File: config.mk
export PLATFORM = sky130hd
export DESIGN_NAME = regfile_wb_arbiter
export DESIGN_NICKNAME = d
export VERILOG_FILES = /design/src/rtl/regfile_wb_arbiter.sv
export SDC_FILE = /design/constraint.sdc
export NUM_CORES = 1
export LEC_CHECK = 0
export CAP_MARGIN = 20
export CORE_MARGIN = 2
export CORE_UTILIZATION = 30
export DETAILED_ROUTE_END_ITERATION = 6
export GPL_TIMING_DRIVEN = 0
export PLACE_DENSITY = 0.65
export RECOVER_POWER = 100
export SYNTH_ARGS = -nofsm -noshare
export SYNTH_HDL_FRONTEND = slang
export SYNTH_SLANG_ARGS = --single-unit
export TNS_END_PERCENT = 5
File: constraint.sdc
create_clock -name CLK -period 2.85 [get_ports CLK]
set_clock_uncertainty 0.05 [all_clocks]
set_input_delay 0.285 -clock CLK [delete_from_list [all_inputs] [get_ports CLK]]
set_output_delay 0.285 -clock CLK [all_outputs]
set_load 0.005 [all_outputs]
File: src/rtl/regfile_wb_arbiter.sv
// regfile_wb_arbiter: round-robin share of the register-file write port between ALU and load writeback.
// Optional conflict statistics counter enabled by defining RF_WB_STATS_EN.
module regfile_wb_arbiter #(
  parameter int DW = 32,
  parameter int AW = 5,
  parameter bit DROP_ZERO = 1'b1
) (
  input  logic          CLK,
  input  logic          nRst,
  input  logic          i_src0_valid,
  input  logic [AW-1:0] i_src0_sel,
  input  logic [DW-1:0] i_src0_dat,
  output logic          o_src0_ready,
  input  logic          i_src1_valid,
  input  logic [AW-1:0] i_src1_sel,
  input  logic [DW-1:0] i_src1_dat,
  output logic          o_src1_ready,
  output logic          o_wen,
  output logic [AW-1:0] o_wsel,
  output logic [DW-1:0] o_wdat,
  output logic          o_busy,
  output logic [15:0]   o_conflict_cnt
);
  typedef enum logic {EMPTY, FULL} buf_t;
  buf_t r_st0, r_st1, w_st0_nxt, w_st1_nxt;
  logic [AW-1:0] r_sel0, r_sel1, r_wsel, w_gsel;
  logic [DW-1:0] r_dat0, r_dat1, r_wdat, w_gdat;
  logic r_rr, r_wen, w_full0, w_full1, w_gnt0, w_gnt1, w_ld0, w_ld1, w_wr;
  // r_rr=0 prefers src0; grant depends only on buffer state, never on valid
  always_comb begin
    w_full0 = r_st0 == FULL;
    w_full1 = r_st1 == FULL;
    w_gnt0 = w_full0 && (!w_full1 || !r_rr);
    w_gnt1 = w_full1 && (!w_full0 || r_rr);
    o_src0_ready = !w_full0 || w_gnt0;
    o_src1_ready = !w_full1 || w_gnt1;
    w_ld0 = i_src0_valid && o_src0_ready;
    w_ld1 = i_src1_valid && o_src1_ready;
    w_st0_nxt = w_ld0 ? FULL : (w_gnt0 ? EMPTY : r_st0);
    w_st1_nxt = w_ld1 ? FULL : (w_gnt1 ? EMPTY : r_st1);
    w_gsel = w_gnt1 ? r_sel1 : r_sel0;
    w_gdat = w_gnt1 ? r_dat1 : r_dat0;
    w_wr = (w_gnt0 || w_gnt1) && !(DROP_ZERO && w_gsel == '0);
  end
  always_ff @(posedge CLK or negedge nRst)
    if (!nRst) begin
      r_st0 <= EMPTY;
      r_st1 <= EMPTY;
      r_sel0 <= '0;
      r_sel1 <= '0;
      r_dat0 <= '0;
      r_dat1 <= '0;
      r_rr <= 1'b0;
      r_wen <= 1'b0;
      r_wsel <= '0;
      r_wdat <= '0;
    end else begin
      r_st0 <= w_st0_nxt;
      r_st1 <= w_st1_nxt;
      if (w_ld0) begin
        r_sel0 <= i_src0_sel;
        r_dat0 <= i_src0_dat;
      end
      if (w_ld1) begin
        r_sel1 <= i_src1_sel;
        r_dat1 <= i_src1_dat;
      end
      if (w_full0 && w_full1) r_rr <= ~r_rr;
      r_wen <= w_wr;
      // dropped r0 writes leave the previous wsel/wdat on the port
      if (w_wr) begin
        r_wsel <= w_gsel;
        r_wdat <= w_gdat;
      end
    end
  assign o_wen = r_wen;
  assign o_wsel = r_wsel;
  assign o_wdat = r_wdat;
  assign o_busy = w_full0 || w_full1 || r_wen;
`ifdef RF_WB_STATS_EN
  logic [15:0] r_cnt;
  always_ff @(posedge CLK or negedge nRst)
    if (!nRst) r_cnt <= '0;
    else if (w_full0 && w_full1 && r_cnt != 16'hFFFF) r_cnt <= r_cnt + 16'd1;
  assign o_conflict_cnt = r_cnt;
`else
  assign o_conflict_cnt = 16'h0000;
`endif
endmodule
======== Yosys cells after proc, flatten, opt, wreduce, memory -nomap -nowiden ========
Index checks and enable logic that the tools add are counted.
cells by class
  muxes and demuxes ....................... 6
  reductions and logical operators ........ 20
  bitwise gates (word level) .............. 1
operator list
  kind               count
  $mux 32            1
  $logic_or 1x1->1   7
  $logic_and 1x1->1  6
  $logic_not 5->1    1
  $mux 5             1
  $logic_not 1->1    4
  $mux 1             4
  $reduce_bool 2->1  2
  $not 1->1          1
storage, ports and cells
  flip-flop bits (word level) ............. 115

======== Depth between registers and ports, before layout ========
  depth in word-level cells ............... 7
  gate-level depth with buffers ........... 7
  mapped depth without buffers ............ 5

======== Least setup slack after synthesis ========
No wires, ideal clock.
  path kind ............................... register to register
  start point ............................. reg r_sel0[1]
  end point ............................... reg r_wdat[13] (netlist: o_wdat[13])
  buffers on the path ..................... 2
  stages on the path, launching flop included .. 8
  arrival ................................. 1.857 ns
  period minus slack after synthesis ...... 2.033 ns
  setup slack ............................. 0.817 ns
  path through ............................ dfrtp_1 -> or4_1 -> a21o_1 -> a221oi_4 -> or2_1 -> buf_4 -> buf_6 -> o21ai_2
on the way
  longest elaborated chain between the ends .. 4
RTL lines
  what                    line  source
  from (decl)             26    logic [AW-1:0] r_sel0, r_sel1, r_wsel, w_gsel;
  from (signal assigned)  61    r_sel0 <= i_src0_sel;
  $mux 5                  41    w_gsel = w_gnt1 ? r_sel1 : r_sel0;
  $logic_not 5->1         43    w_wr = (w_gnt0 || w_gnt1) && !(DROP_ZERO && w_gsel == '0);
  $logic_not 1->1         43
  $logic_and 1x1->1       43
  to (signal assigned)    73    r_wdat <= w_gdat;
  to (decl)               27    logic [DW-1:0] r_dat0, r_dat1, r_wdat, w_gdat;
Every way passes these cells.
A chain may end at the register's enable or synchronous reset.

======== Worst setup path in the final report ========
Ends and elaborated chain as after synthesis.

==> impl_metrics.ini <==
[cells_and_area]
final_common_cell = dfrtp_1
final_area_um2 = 7050
n_fill_cell = 1498
syn_to_final_growth_pct = 42.7
mostFrequentLayoutCells = dfrtp_1 (115), clkdlybuf4s50_1 (76), mux2_2 (74), o21ai_0 (57), dlygate4sd3_1 (42)
final_nets = 604
antenna_cells = 0
postLayoutCoreUtil_pct = 44.0
drive_above_1_share_pct = 27.4

[critical_path]
slowest_stage = or4_1
worstPathArrival_ns = 2.67
cp-start-kind = flop
path_class = reg -> reg
crit_fanout = 10
crit_family = compound AO/OA/AOI/OAI gates
reg2regPathDepth = 6
worst_ep_required_time_ns = 3.13
rr_endpoint = o_wdat[13]
slowest_delay_ns = 0.55
cp.depth = 6
crit_path_end_kind = flop
rr_startpoint = r_sel0[1]
worstPathCellList = or4_1 > a21o_1 > a221oi_4 > clkbuf_1 > o21ai_0 > o21ai_2
cp_num_buf_inv = 1
r2r_setup_slack_ns = 0.46

[global_route]
grt.overflow.total = 0
antenna_found_initial = 0
grt_pass1_vias = 3616
grt_pass1_wl_mm = 19.3
use_met1_pct = 17.5
grtUsageMet3_pct = 5.69
busiest_layer = met2
grt_util_all_layers_pct = 14.4
grt_start_max_net_pins = 66
met2_usage_pct = 23.7

[power_and_ir_drop]
power.internal_uw = 4620
pwr-share-clk_pct = 31.7
power_density_nw_per_um2 = 911
switching_share_pct = 28.0
power_uw = 6420
pwr-share-seq_pct = 39.0
net-switching-power_uw = 1790
p_comb_share_pct = 29.3
power.leakage_uw = 0.00306
peakVddDrop_v = 0.000469

[placed_design]
place_area_um2 = 6480
gp_congestion = 0.748
numPortBuffers = 118
place_ws_ns = 0.464
place_hpwl_mm = 8.46

[cts]
clk_pin_slew_ns = 0.05
cts_tree = done
postCtsSetupBuffers = 0
worstSkewPairLatency_ns = 0.40
cts_made_buffers = 17
cts.root.buffer_cell = clkbuf_16
htreeDepth = 4
clock_path_buffers = 2
cts_num_sinks = 115

[detailed_routing]
wl_per_cell_um = 16.0
dr.pass1.iters = 4
drc_errors = 0
vias_per_cell = 4.54
via_count = 3420
drt_iter0_markers = 85
wirelength_mm = 12.1
postRouteAntennaNets = 0

[logic_synthesis]
synth_warnings = 0
avgSynthCellArea_um2 = 13.3
ys_seq_elements = 115
yosys.cell_types.count = 28
synthCells = 372
seq_area_frac_synth_pct = 58.3
syn-cell-area_um2 = 4940

[worst_hold_path]
min_delay_path_depth = 2
hp-start = i_src1_valid
hold_path_class = in -> reg
min_to = r_st1

[flow_run]
maxCapViolations = 0

[timing]
slew_headroom_pct = 11.8
setup_violations = 0
worstMarginPinSlew_ns = 1.32
worst_slack_ns = 0.460
period_needed_ns = 2.39
period_share_pct = 83.9
rsz0062_at_grt = false
fin_setup_tns_ns = 0
maxClockFrequency_ghz = 0.418
hold_viol = 0
drv_slew = 0

[die]
placementRows = 46
io_pins = 135
fp.dieH_um = 132
floorplan.die_area_um2 = 17500
start_util_pct = 30.9
die_w_um = 132
fp.coreArea_um2 = 16000

[outcome]
status = finished, final reports clean
-- flip-flops by register name, indices dropped and copies added, names as in the netlist --
register  flops
o_wen         1
r_sel0        5
r_dat1       32
r_rr          1
r_sel1        5
o_wdat       32
o_wsel        5
r_dat0       32
r_st1         1
r_st0         1
-- cell usage after synthesis (all sizes together) --
| cell type | instances | share of area, % |
|---|---|---|
| or2 | 3 | 0.38 |
| buf | 28 | 4.1 |
| a21oi | 2 | 0.20 |
| clkbuf | 11 | 0.84 |
| nand2b | 3 | 0.38 |
| mux2 | 74 | 17 |
| dfrtp | 115 | 58 |
| conb | 1 | 0.076 |
| nor4 | 1 | 0.13 |
| or4 | 1 | 0.15 |
| o21ai | 67 | 7.5 |
| or3 | 3 | 0.38 |
| a31o | 3 | 0.53 |
| a21o | 2 | 0.30 |
| nor2 | 3 | 0.23 |
| nand2 | 11 | 0.84 |
| inv | 1 | 0.076 |
| a221oi | 1 | 0.53 |
| nand3 | 3 | 0.30 |
| o2bb2ai | 1 | 0.30 |
| mux2i | 36 | 7.3 |
| a22o | 1 | 0.18 |
| and3 | 1 | 0.13 |
-- logic make-up (layout without fill, tap and decap cells) --
kind of cell | Yosys count | count (layout) | synth area share (%)
buf+inv | 40 | 190 | 4.99
mux | 110 | 110 | 24.2
simple gates | 29 | 29 | 2.91
flops | 115 | 115 | 58.3
other cells | 1 | 16 | 0.0759
compound gates | 77 | 77 | 9.60
-- routing by layer --
layer,vias up,wire length [um]
met5,-,0
met4,0,121
met3,10,845
met2,110,5960
met1,1693,5130
li1,1607,-
-- repair_timing --
| action | in CTS | in global routing |
|---|---|---|
| endpoints found under the hold margin | 50 | 0 |
| hold buffers | 1 | 0 |
| resized for setup | 0 | 0 |
-- worst max path at each step --
stage               startpoint    endpoint  slack, ns
finish               r_sel0[1]  o_wdat[13]       0.46
detailed placement   r_sel0[1]  o_wdat[19]       0.46
global route             r_st1  r_dat1[13]       0.31
floorplan            r_sel0[1]  o_wdat[13]       0.82
CTS                  r_sel0[1]  o_wdat[18]       0.45
global placement          nRst   r_dat0[4]      -2.97
-- area by class of cell --
class	instances	area (um^2)	share of cell area (%)
Timing Repair Buffer	120	1210	17.2
Tap cell	216	270	3.84
Buffer	39	241	3.43
Clock buffer	26	529	7.51
Inverter	1	3.75	0.0533
Sequential cell	115	2880	40.8
Clock inverter	4	45.0	0.639
Multi-Input combinational cell	232	1870	26.5
-- power by group through the flow --
stage	clock (uW)	sequential, uW	combinational (uW)
detailed placement	0	2540	2040
CTS	2090	2520	2040
floorplan	0	2480	1040
global route	2170	2580	2070
global placement	0	2520	1990
finish	2030	2500	1880
-- stage by stage --
stage	hold WS [ns]	cells
CTS	0.344	753
finish	0.424	753
floorplan	-0.0606	387
global placement	0.436	721
detailed placement	0.212	722
global route	0.421	753
(Power assumes the default switching activity.)
